File: config.mk
export PLATFORM = sky130hd
export DESIGN_NAME = cg_iteration_sequencer
export DESIGN_NICKNAME = d
export VERILOG_FILES = /design/src/rtl/cg_iteration_sequencer.sv
export SDC_FILE = /design/constraint.sdc
export NUM_CORES = 1
export LEC_CHECK = 0
export ABC_AREA = 0
export BUFFER_PORTS_ARGS = -buffer_cell sky130_fd_sc_hd__buf_2
export CAP_MARGIN = 20
export CORE_MARGIN = 4
export CORE_UTILIZATION = 57
export DETAILED_ROUTE_END_ITERATION = 10
export GPL_TIMING_DRIVEN = 0
export PLACE_DENSITY = 0.9
export SYNTH_ARGS = -nofsm -noshare
export SYNTH_HDL_FRONTEND = slang
export SYNTH_SLANG_ARGS = --single-unit
File: constraint.sdc
create_clock -name clk -period 3.65 [get_ports clk]
set_clock_uncertainty 0.15 [all_clocks]
set_input_delay 1.095 -clock clk [delete_from_list [all_inputs] [get_ports clk]]
set_output_delay 1.095 -clock clk [all_outputs]
set_load 0.05 [all_outputs]
File: src/rtl/cg_iteration_sequencer.sv
// Phase controller for one conjugate-gradient solve: sequences the mXv, vXv and
// update units, copies r into rKold_prev, counts iterations and watches for stuck phases.
module cg_iteration_sequencer #(
   parameter int no_of_units   = 8,
   parameter int memory_height = 1000,
   parameter int address_width = 11,
   parameter int iter_width    = 16,
   parameter int timeout_width = 20
) (
   input  logic                     clk,
   input  logic                     reset,
   input  logic                     go,
   input  logic [31:0]              total,
   input  logic [iter_width-1:0]    max_iterations,
   input  logic                     mxv_done,
   input  logic                     vxv_done,
   input  logic                     update_done,
   input  logic                     converged,
   output logic                     reset_mXv1,
   output logic                     reset_vXv1,
   output logic                     vxv_select,
   output logic                     update_start,
   output logic                     update_select,
   output logic [address_width-1:0] memoryR_read_address,
   output logic [address_width-1:0] rkold_write_address,
   output logic                     memoryRprev_we,
   output logic [iter_width-1:0]    iteration_count,
   output logic                     busy,
   output logic                     finish_all,
   output logic                     converged_flag,
   output logic                     timeout_error
);

   typedef enum logic [3:0] {
      S_IDLE, S_MXV, S_VXV_PAP, S_COPY_R, S_UPD_XR,
      S_VXV_RR, S_CHECK, S_UPD_P, S_DONE, S_ERROR
   } state_t;

   // Expiry is flagged one count early so ERROR is entered as the counter reaches all-ones.
   localparam logic [timeout_width-1:0] WD_LAST = {{(timeout_width-1){1'b1}}, 1'b0};

   state_t                   state_r, next_s;
   logic [timeout_width-1:0] wd_r, wd_n;
   logic [address_width-1:0] words_r, words_n, copy_cnt_r, cnt_n, cnt_inc_s;
   logic [address_width-1:0] rd_n, wa_n;
   logic [iter_width-1:0]    iter_n;
   logic [32:0]              words_full_s;
   logic mxv_ok_s, vxv_ok_s, upd_ok_s, first_s, expire_s, last_iter_s;
   logic start_s, in_copy_s, wait_s, iter_inc_s;
   logic mxv_n, vxv_n, vsel_n, ustart_n, usel_n, we_n, busy_n, fin_n, conv_n, terr_n;

   // A done only counts after the first cycle of the phase that waits on it.
   assign first_s     = (wd_r == {timeout_width{1'b0}});
   assign expire_s    = (wd_r == WD_LAST);
   assign mxv_ok_s    = mxv_done && !first_s;
   assign vxv_ok_s    = vxv_done && !first_s;
   assign upd_ok_s    = update_done && !first_s;
   assign last_iter_s = (({1'b0, iteration_count} + {{iter_width{1'b0}}, 1'b1}) == {1'b0, max_iterations});

   // State register.
   always_ff @(posedge clk or negedge reset) begin
      if (!reset) state_r <= S_IDLE;
      else        state_r <= next_s;
   end

   // Next-state decode.
   always_comb begin
      next_s = state_r;
      case (state_r)
         S_IDLE:    if (go) next_s = ((total == 32'd0) || (max_iterations == {iter_width{1'b0}})) ? S_DONE : S_MXV;
                    else next_s = S_IDLE;
         S_MXV:     if (mxv_ok_s) next_s = S_VXV_PAP;
                    else if (expire_s) next_s = S_ERROR;
                    else next_s = S_MXV;
         S_VXV_PAP: if (vxv_ok_s) next_s = S_COPY_R;
                    else if (expire_s) next_s = S_ERROR;
                    else next_s = S_VXV_PAP;
         S_COPY_R:  if (copy_cnt_r == words_r) next_s = S_UPD_XR;
                    else next_s = S_COPY_R;
         S_UPD_XR:  if (upd_ok_s) next_s = S_VXV_RR;
                    else if (expire_s) next_s = S_ERROR;
                    else next_s = S_UPD_XR;
         S_VXV_RR:  if (vxv_ok_s) next_s = S_CHECK;
                    else if (expire_s) next_s = S_ERROR;
                    else next_s = S_VXV_RR;
         S_CHECK:   if (converged || last_iter_s) next_s = S_DONE;
                    else next_s = S_UPD_P;
         S_UPD_P:   if (upd_ok_s) next_s = S_MXV;
                    else if (expire_s) next_s = S_ERROR;
                    else next_s = S_UPD_P;
         S_DONE:    next_s = S_IDLE;
         S_ERROR:   next_s = S_IDLE;
         default:   next_s = S_IDLE;
      endcase
   end

   // Output and counter decode, computed from the state being entered so registers track it.
   always_comb begin
      start_s   = (state_r == S_IDLE) && go;
      in_copy_s = (state_r == S_COPY_R) && (next_s == S_COPY_R);
      cnt_inc_s = copy_cnt_r + address_width'(1);
      wait_s    = (state_r == S_MXV) || (state_r == S_VXV_PAP) || (state_r == S_VXV_RR) ||
                  (state_r == S_UPD_XR) || (state_r == S_UPD_P);
      if (wait_s && (next_s == state_r)) wd_n = wd_r + timeout_width'(1);
      else wd_n = {timeout_width{1'b0}};

      words_full_s = ({1'b0, total} + 33'(no_of_units - 1)) / 33'(no_of_units);
      if (!start_s) words_n = words_r;
      else if (words_full_s > 33'(memory_height)) words_n = address_width'(memory_height);
      else words_n = words_full_s[address_width-1:0];

      // Read runs one word ahead of the write; it parks on the last word during the drain cycle.
      cnt_n = in_copy_s ? cnt_inc_s : {address_width{1'b0}};
      if (in_copy_s && (cnt_inc_s < words_r)) rd_n = cnt_inc_s;
      else if (in_copy_s) rd_n = memoryR_read_address;
      else rd_n = {address_width{1'b0}};
      we_n = in_copy_s;
      wa_n = in_copy_s ? memoryR_read_address : {address_width{1'b0}};

      iter_inc_s = ((state_r == S_CHECK) && !converged && last_iter_s) ||
                   ((state_r == S_UPD_P) && upd_ok_s);
      if (start_s) iter_n = {iter_width{1'b0}};
      else if (iter_inc_s && (iteration_count != {iter_width{1'b1}})) iter_n = iteration_count + iter_width'(1);
      else iter_n = iteration_count;

      if (start_s) conv_n = 1'b0;
      else if ((state_r == S_CHECK) && converged) conv_n = 1'b1;
      else conv_n = converged_flag;
      if (start_s) terr_n = 1'b0;
      else if (next_s == S_ERROR) terr_n = 1'b1;
      else terr_n = timeout_error;

      mxv_n    = (next_s != S_MXV);
      vxv_n    = !((next_s == S_VXV_PAP) || (next_s == S_VXV_RR));
      vsel_n   = (next_s == S_VXV_RR);
      usel_n   = (next_s == S_UPD_P);
      ustart_n = ((next_s == S_UPD_XR) || (next_s == S_UPD_P)) && (next_s != state_r);
      busy_n   = (next_s != S_IDLE);
      fin_n    = (next_s == S_DONE);
   end

   // Registered outputs and counters; reset aborts a solve immediately.
   always_ff @(posedge clk or negedge reset) begin
      if (!reset) begin
         wd_r                 <= {timeout_width{1'b0}};
         words_r              <= {address_width{1'b0}};
         copy_cnt_r           <= {address_width{1'b0}};
         reset_mXv1           <= 1'b1;
         reset_vXv1           <= 1'b1;
         vxv_select           <= 1'b0;
         update_start         <= 1'b0;
         update_select        <= 1'b0;
         memoryR_read_address <= {address_width{1'b0}};
         rkold_write_address  <= {address_width{1'b0}};
         memoryRprev_we       <= 1'b0;
         iteration_count      <= {iter_width{1'b0}};
         busy                 <= 1'b0;
         finish_all           <= 1'b0;
         converged_flag       <= 1'b0;
         timeout_error        <= 1'b0;
      end else begin
         wd_r                 <= wd_n;
         words_r              <= words_n;
         copy_cnt_r           <= cnt_n;
         reset_mXv1           <= mxv_n;
         reset_vXv1           <= vxv_n;
         vxv_select           <= vsel_n;
         update_start         <= ustart_n;
         update_select        <= usel_n;
         memoryR_read_address <= rd_n;
         rkold_write_address  <= wa_n;
         memoryRprev_we       <= we_n;
         iteration_count      <= iter_n;
         busy                 <= busy_n;
         finish_all           <= fin_n;
         converged_flag       <= conv_n;
         timeout_error        <= terr_n;
      end
   end

endmodule

[Word-level counts from Yosys, hierarchy flattened]
Index checks and enable logic that the tools add are counted.
Cells by class
  order comparisons: 2
  eq/ne operators: 21
  reduce and logical (&&, ||, !) cells: 33
  add/subtract/negate cells: 5
  multiplexer cells: 26
Operator list (count)
  $mux W4: 13
  $mux W11: 4
  $add A32 B3 Y33 const B: 1
  $logic_not A32 Y1: 1
  $mux W16: 2
  $pmux W4 S8: 1
  $gt A30 B10 Y1 const B: 1
  $eq A4 B3 Y1 const B: 7
  $add A20 B1 Y20 const B: 1
  $eq A20 B20 Y1 const B: 1
  $logic_not A20 Y1: 1
  $mux W20: 1
  $add A16 B1 Y17 const B: 1
  $eq A17 B16 Y1: 1
  $add A16 B1 Y16 const B: 1
  $eq A4 B2 Y1 const B: 4
  $logic_not A16 Y1: 1
  $ne A16 B16 Y1 const B: 1
  $logic_and A1 B1 Y1: 13
  $add A11 B1 Y11 const B: 1
  $eq A11 B11 Y1: 1
  $lt A11 B11 Y1: 1
  $logic_or A1 B1 Y1: 9
  $eq A4 B4 Y1 const B: 2
  other kinds (10): 17
Storage, ports and cells
  output and inout port bits: 48
  flip-flop bits (word level): 94
  word-level logic and storage cells: 104

[Longest topological paths before layout]
Gate-level depths: netlist of the first run.
  depth after elaboration: 9
  depth in mapped cells: 12
  mapped depth without buffers: 11

[Worst setup path before layout of the first run]
OpenSTA, ideal clock, no wires.
  path type: input to register
  start point: input port total[0]
  end point: register words_r[3]
  data arrival time: 3.086 ns
  stages: 8
  setup slack: 0.245 ns
  library setup time: 0.170 ns
  cell sequence: o311ai_0 -> or2_2 -> nor3_1 -> and3_1 -> nand3_1 -> a211o_1 -> nor4_2 -> a22oi_1
On the way
  word-level cells in the longest chain between the ends: 3
Ends and longest elaborated chain
  from (decl): RTL line 13  | input logic [31:0] total,
  $add A32 B3 Y33 *: RTL line 107  | words_full_s = ({1'b0, total} + 33'(no_of_units - 1)) / 33'(no_of_units);
  $gt A30 B10 Y1: RTL line 109  | else if (words_full_s > 33'(memory_height)) words_n = address_width'(memory_height);
  $mux W11 *: RTL line 109
  to (signal assigned): RTL line 146  | words_r <= {address_width{1'b0}};
  to (signal assigned): RTL line 163  | words_r <= words_n;
  to (decl): RTL line 44  | logic [address_width-1:0] words_r, words_n, copy_cnt_r, cnt_n, cnt_inc_s;
Every way passes the cells marked *; elsewhere a longest branch is shown, timed or not.
A chain may end at the register's enable or synchronous reset.

[Worst setup path after layout of the first run]
  start point: register copy_cnt_r[0]
  end point: register memoryR_read_address[9]
On the way
  word-level cells in the longest chain between the ends: 7
Ends and longest elaborated chain
  from (decl): RTL line 44
  from (signal assigned): RTL line 147  | copy_cnt_r <= {address_width{1'b0}};
  from (signal assigned): RTL line 164  | copy_cnt_r <= cnt_n;
  branches (longest 6 deep; another with $add A11 B1 Y11)
  $mux W11 *: RTL line 114  | if (in_copy_s && (cnt_inc_s < words_r)) rd_n = cnt_inc_s;
  via rd_n[9]: RTL line 45  | logic [address_width-1:0] rd_n, wa_n;
  to (signal assigned): RTL line 153  | memoryR_read_address <= {address_width{1'b0}};
  to (signal assigned): RTL line 170  | memoryR_read_address <= rd_n;
  to (decl): RTL line 24  | output logic [address_width-1:0] memoryR_read_address,
Mark *: on every way through the listed nets, which the timed path passes.

==> results of run 1 <==
[synthesized netlist by cell type, drive strengths merged, types with 18 or more instances]
library cell,number,area [um^2]
nand4,18,143
nand3,28,140
xor2,39,342
clkbuf,18,68.8
nand2,39,146
nor3,22,110
nor4,25,163
nor2,68,258
dfrtp,92,2300
xnor2,35,307
inv,38,143
[worst max path at each step]
stage          cells after the start  slack (ns)                       to     startpoint
2_1_floorplan                      8        0.24               words_r[3]       total[0]
3_3_place_gp                       9       -0.30               words_r[8]       total[3]
3_5_place_dp                       9       -0.40               words_r[7]       total[3]
4_1_cts                            9       0.002               words_r[7]       total[3]
5_1_grt                           12        0.03  memoryR_read_address[9]  copy_cnt_r[0]
6_report                          11        0.20  memoryR_read_address[9]  copy_cnt_r[0]
[power groups by stage]
stage | logic (mW) | clock network (mW) | registers, mW
2_1_floorplan | 0.465 | 0 | 1.26
3_3_place_gp | 0.772 | 0 | 1.16
3_5_place_dp | 0.808 | 0 | 1.16
4_1_cts | 0.815 | 0.686 | 1.14
5_1_grt | 0.912 | 0.731 | 1.15
6_report | 0.833 | 0.674 | 1.14
[kinds of logic after synthesis]
group / after synthesis / share of synthesized area
buffers and inverters: 59 / 0.0399
adder cells (fa/ha/maj): 16 / 0.0351
multiplexers: 18 / 0.0340
AND/OR/NAND/NOR: 265 / 0.245
flip-flops: 94 / 0.413
XOR/XNOR: 74 / 0.114
AO/OA/AOI/OAI: 96 / 0.120
[cells in the final DEF, fill, tap and decap left out, types with 5 or more instances in the layout]
cell / instances
a22o_1: 5
nor2_1: 67
dfrtp_1: 91
and3_1: 12
clkbuf_8: 9
clkbuf_1: 15
buf_2: 102
nand2b_1: 7
ha_1: 16
nor3_1: 21
o21ai_0: 15
or3_1: 8
a21oi_1: 16
inv_1: 38
nand3_1: 28
nand2_1: 39
nor4_1: 22
and2_1: 16
mux2_2: 11
a22oi_1: 7
xor2_1: 39
nand4_1: 16
mux2i_1: 7
a21o_1: 5
nor2b_1: 8
o21a_1: 7
xnor2_1: 35
[metal layers]
| layer | up-vias | GRT usage |
|---|---|---|
| li1 | 2436 | - |
| met1 | 2510 | 0.327 |
| met2 | 199 | 0.432 |
| met3 | 41 | 0.0358 |
| met4 | 0 | 0.114 |
| met5 | - | 0 |
[critical path: cells and delay by family, from the launching register on]
kind,cells,cell delay (ns)
xor+xnor,1,0.19
compound gates,2,0.32
fa+ha+maj,2,0.62
flops,1,0.45
buf+inv,2,0.47
mux,1,0.39
simple gates,3,0.77
[area by class of cell]
cell class                 count  area, um^2  area share
sequential                    94        2360       0.355
clock inverter                 7        62.6     0.00942
buffer                        21        87.6      0.0132
multi-input combinational    469        3160       0.476
timing repair buffer         103         541      0.0814
clock buffer                   9         124      0.0186
inverter                      38         143      0.0215
tap                          133         166      0.0251
[flip-flops by register name, summed over array words and instances, names as in the netlist, 4 cells and up]
name                  cells
copy_cnt_r               11
iteration_count          16
memoryR_read_address     11
rkold_write_address      11
state_r                   4
wd_r                     20
words_r                  11
[repair_timing]
action / in CTS / in global routing
resized for setup: 2 / 9
setup buffers: 0 / 0
setup endpoints to repair: 10 / 45
==> impl_results.md, run 1 <==
- Outcome: finished clean
- WL/cell: between 15 and 20 um
- Fin crit period: ~3.4 ns
- Ys Warns: 0
- Placed insts: 858
- CP endpoint kind: flip-flop
- CP required: 3.76 ns
- Cell count after synthesis: between 600 and 700
- Reg2reg path depth: 11
- WP data arrival: 3.56 ns
- Most common cell on crit path: ha_1
- Synth-to-Final Area Change: 16.4%
- Register area share after synthesis: 0.413
- DR vias: 5186
- Hold EP: wd_r[0]
- Hold_buf cts: 0
- DP HPWL: about 11 mm
- Top Layer Used: met4
- Num Clock Sinks: 94
- Pre-CTS setup slack: -0.402 ns
- CP max stage delay: 0.45 ns
- Sequential share of power: 0.431
- CTS tree: done
- Worst-path clk slew: 0.11 ns
- Synth Net Count: roughly 690
- Number of synthesized flops with an enable pin: 0
- Horiz. Die Dim: about 110 um
- Die H: 108 um
- Placer Congestion: around 0.95
- Switching share of power: 0.386
- GRT overflow: 0
- Max-Cap Viols: 0
- R2r setup slk: a little over 0.2 ns
- Final hold viol count: 0
- Clock share of power: 0.255
- Minimum hold slack: 0.357 ns
- Logic gate share of total power: 0.314
- Fraction of layout cells with a size suffix above 1: 0.206
- Mapped Area: about 0.0057 mm^2
- Worst Slack Setup Final: just over 0.2 ns
- Lkg Pwr: 3.23 nW
- Post-Layout Cell Count: between 800 and 900
- Slew Limit Fails: 0
- DR iter-0 viols: 450
- WL met3: 748 um
- Maximum clock path buffer count: 2
- Setup violators final: 0
- Cell variety after synth: 63
- Starting Density: 0.584
- P per Cell Area: roughly 400 mW/mm^2
- Critical path type: reg -> reg
- Post-Route WL: 14.5 mm
- Slowest CP cell: dfrtp_1
- Most used DFF post-synth: dfrtp_1
- Root buf cell: clkbuf_8
- Total negative slack: 0 ns
- Post-route ant nets: 0
- # IOs: 103
- Core Region: 0.00977 mm^2
- FF-to-FF End: memoryR_read_address[9]
- Ant. Diodes: 0
- Peak VDD IR: 0.000232 V
- Met2 wire len: slightly above 7 mm
- Syn_area_per_cell: 9.18 um^2
- First-pass iteration count of the detailed router: 6
- Initial antenna violation count: 0
- Wire length on met1: 6.03 mm
- Min-delay worst type: reg -> reg
- First-pass GRT wire length: 24.1 mm
- R2R Path Start: copy_cnt_r[0]
- Placed cell area: 0.00641 mm^2
- DR vias/cell: 5.93
- Clk_lat worst skew: 0.37 ns
- Final #Nets: 807
- Maximum number of pins on one net before global-route repair: 50
- Vias in the first global route: between 5000 and 6000
- Asr flop ratio synth: 1.00
- Worst hold path depth: 1
- FP Rows: 36
- IO Port Bufs: 102
- Worst Hold Launch: wd_r[0]
- Period utilisation layout: 0.944
- Worst-margin pin slew: 0.801 ns
- CP Cell Sequence: ha_1 -> nand2_1 -> nor4_2 -> xnor2_1 -> inv_1 -> ha_1 -> o2111ai_1 -> o21ai_0 -> nor4_1 -> clkbuf_2 -> mux2_2
- Fmax: 290 MHz
- Critical path launch point type: flip-flop
- Die area: 0.0117 mm^2
- Cell Int Power: ~1.6 mW
- Final core utilization: 0.680
- Total design power: 2.65 mW
- # H-tree levels: 3
- # fillers: around 780
- FF+latch count, synth: 94
- RSZ-0062 raised after global routing: no
- P_sw: between 1 and 1.5 mW
- Global-route usage over all layers: 0.255
- Post-route DRC: 0
- Rel. slew slack: 0.459
- CTS Buf Count: 9
- Post-route design area: 0.00664 mm^2
- Worst-path fanout max: 10
(Power assumes the default switching activity.)
==> run 2: changes to the inputs <==
--- a/config.mk
+++ b/config.mk
@@ -9,10 +9,10 @@
 export BUFFER_PORTS_ARGS = -buffer_cell sky130_fd_sc_hd__buf_2
 export CAP_MARGIN = 20
 export CORE_MARGIN = 4
-export CORE_UTILIZATION = 57
+export CORE_UTILIZATION = 41
 export DETAILED_ROUTE_END_ITERATION = 10
 export GPL_TIMING_DRIVEN = 0
-export PLACE_DENSITY = 0.9
+export PLACE_DENSITY = 0.71
 export SYNTH_ARGS = -nofsm -noshare
 export SYNTH_HDL_FRONTEND = slang
 export SYNTH_SLANG_ARGS = --single-unit
==> impl_results.md, run 2 (synthesis results as in run 1) <==
- Global-route usage over all layers: 0.173 (-0.0825)
- Post-Route WL: 13.7 mm (-5.4%)
- Critical path launch point type: flip-flop
- IO Port Bufs: 102 (unchanged)
- FP Rows: 42 (+17%)
- Reg2reg path depth: 10 (-1)
- CP required: 3.74 ns (-0.02 ns)
- RSZ-0062 raised after global routing: no
- Maximum number of pins on one net before global-route repair: 71 (+42%)
- Regs by FF count: wd_r x20, iteration_count x16
- CP endpoint kind: flip-flop
- Minimum hold slack: 0.340 ns (-0.0174 ns)
- DR vias/cell: 5.33 (-10%)
- Setup violators final: 0 (unchanged)
- # IOs: 103 (unchanged)
- DR iter-0 viols: 313 (-30%)
- Lkg Pwr: 3.28 nW (+1.5%)
- Vias in the first global route: 4552 (-13%)
- Final #Nets: 807 (unchanged)
- FF-to-FF End: iteration_count[12]
- Most frequent cells in the layout: buf_2, dfrtp_1, nor2_1
- R2R Path Start: iteration_count[0]
- R2r setup slk: 0.18 ns (-0.02 ns)
- Min-delay worst type: reg -> reg
- Fin crit period: 3.47 ns (+0.0215 ns)
- Worst-path clk slew: 0.07 ns (-0.04 ns)
- Num Clock Sinks: 94 (unchanged)
- Hold EP: wd_r[0]
- Initial antenna violation count: 0 (unchanged)
- Die area: 0.0159 mm^2 (+36%)
- First-pass iteration count of the detailed router: 5 (-1)
- Horiz. Die Dim: 126 um (+17%)
- Placed insts: 901 (+5.0%)
- Core Region: 0.0135 mm^2 (+38%)
- Peak VDD IR: 0.000277 V (+19%)
- P per Cell Area: 424 mW/mm^2 (+6.2%)
- Outcome: finished clean
- Rel. slew slack: 0.487 (+0.0282)
- Critical path type: reg -> reg
- Die H: 126 um (+17%)
- Maximum clock path buffer count: 2 (unchanged)
- Root buf cell: clkbuf_16
- Worst hold path depth: 1 (unchanged)
- # H-tree levels: 3 (unchanged)
- WP data arrival: 3.56 ns (about the same)
- Max-Cap Viols: 0 (unchanged)
- Ant. Diodes: 0 (unchanged)
- Total negative slack: 0 ns (unchanged)
- Clk_lat worst skew: 0.35 ns (-0.02 ns)
- Post-route design area: 0.00679 mm^2 (+2.2%)
- Post-Layout Cell Count: 917 (+4.9%)
- Slew Limit Fails: 0 (unchanged)
- First-pass GRT wire length: 22.6 mm (-6.1%)
- Largest register by flop count: wd_r
- Fmax: 288 MHz (-0.62%)
- Post-route ant nets: 0 (unchanged)
- Worst Hold Launch: wd_r[0]
- DR vias: 4890 (-5.7%)
- Postcts setup bufs: 0 (unchanged)
- Hold_buf cts: 0 (unchanged)
- Worst-path fanout max: 10 (unchanged)
- DP HPWL: 10.5 mm (-5.0%)
- GRT overflow: 0 (unchanged)
- CTS tree: done
- WL/cell: 14.9 um (-9.8%)
- Post-route DRC: 0 (unchanged)
- Placed cell area: 0.00647 mm^2 (+0.84%)
- Post-CTS sizing: 0 (-2)
- Starting Density: 0.424 (-0.160)
- Most common cell after layout, fill and taps aside: buf_2
- Worst-margin pin slew: 0.759 ns (-0.0417 ns)
- Synth-to-Final Area Change: 18.9%
- Max reg flops: 20 (unchanged)
- # fillers: 1314 (+69%)
- Fraction of layout cells with a size suffix above 1: 0.202 (-0.00405)
- Placer Congestion: 0.899 (-5.7%)
- Final hold viol count: 0 (unchanged)
- Period utilisation layout: 0.950 (+0.00589)
- CTS Buf Count: 9 (unchanged)
run 2: per-layer routing:
metal	up-vias	part of all wire	global-route usage
met4	0	0.014	0.0555
li1	2433	-	-
met5	-	0	0
met2	136	0.47	0.277
met3	15	0.051	0.0292
met1	2306	0.46	0.240
run 2: layout make-up:
type / count / area, um^2 / share of cell area
clock buffers: 9 / 225 / 0.0332
flip-flops and latches: 94 / 2350 / 0.347
inverters: 38 / 143 / 0.0210
multi-input cells: 469 / 3160 / 0.465
well taps: 176 / 220 / 0.0324
plain buffers: 21 / 86.3 / 0.0127
clock inverters: 7 / 62.6 / 0.00921
repair buffers: 103 / 541 / 0.0796
run 2: how the worst max path moves through the flow:
| stage | startpoint | to | slack (ns) | cells after the start |
|---|---|---|---|---|
| finish | iteration_count[0] | iteration_count[12] | 0.18 | 10 |
| global route | iteration_count[0] | iteration_count[12] | 0.01 | 10 |
| CTS | total[3] | words_r[8] | 0.003 | 9 |
| detailed placement | total[3] | words_r[8] | -0.35 | 9 |
| global placement | total[3] | words_r[8] | -0.37 | 9 |
| floorplan | total[0] | words_r[3] | 0.24 | 8 |
run 2: power by group:
part | leakage (nW) | switching (mW) | internal (mW)
logic | 1.86 | 0.548 | 0.266
registers | 1.27 | 0.0455 | 1.10
clock network | 0.145 | 0.440 | 0.479
run 2: through the flow:
step,worst slack (ns),util,power (mW)
final,0.182,0.505,2.88
after global routing,0.0135,0.505,3.04
after CTS,0.00323,0.502,2.89
after detailed placement,-0.355,0.481,1.97
after global placement,-0.372,0.479,1.96
after floorplan,0.245,-,1.72
run 2: critical path, cell delays in order, from the launching register on:
cell and delay (ns):
dfrtp_1 0.46, ha_1 0.30, nand2_1 0.15, or4_1 0.55, xnor2_1 0.15, and4_1 0.21, o2111a_2 0.19, a21oi_1 0.45
clkbuf_1 0.42, nor3_1 0.08, a211o_1 0.25
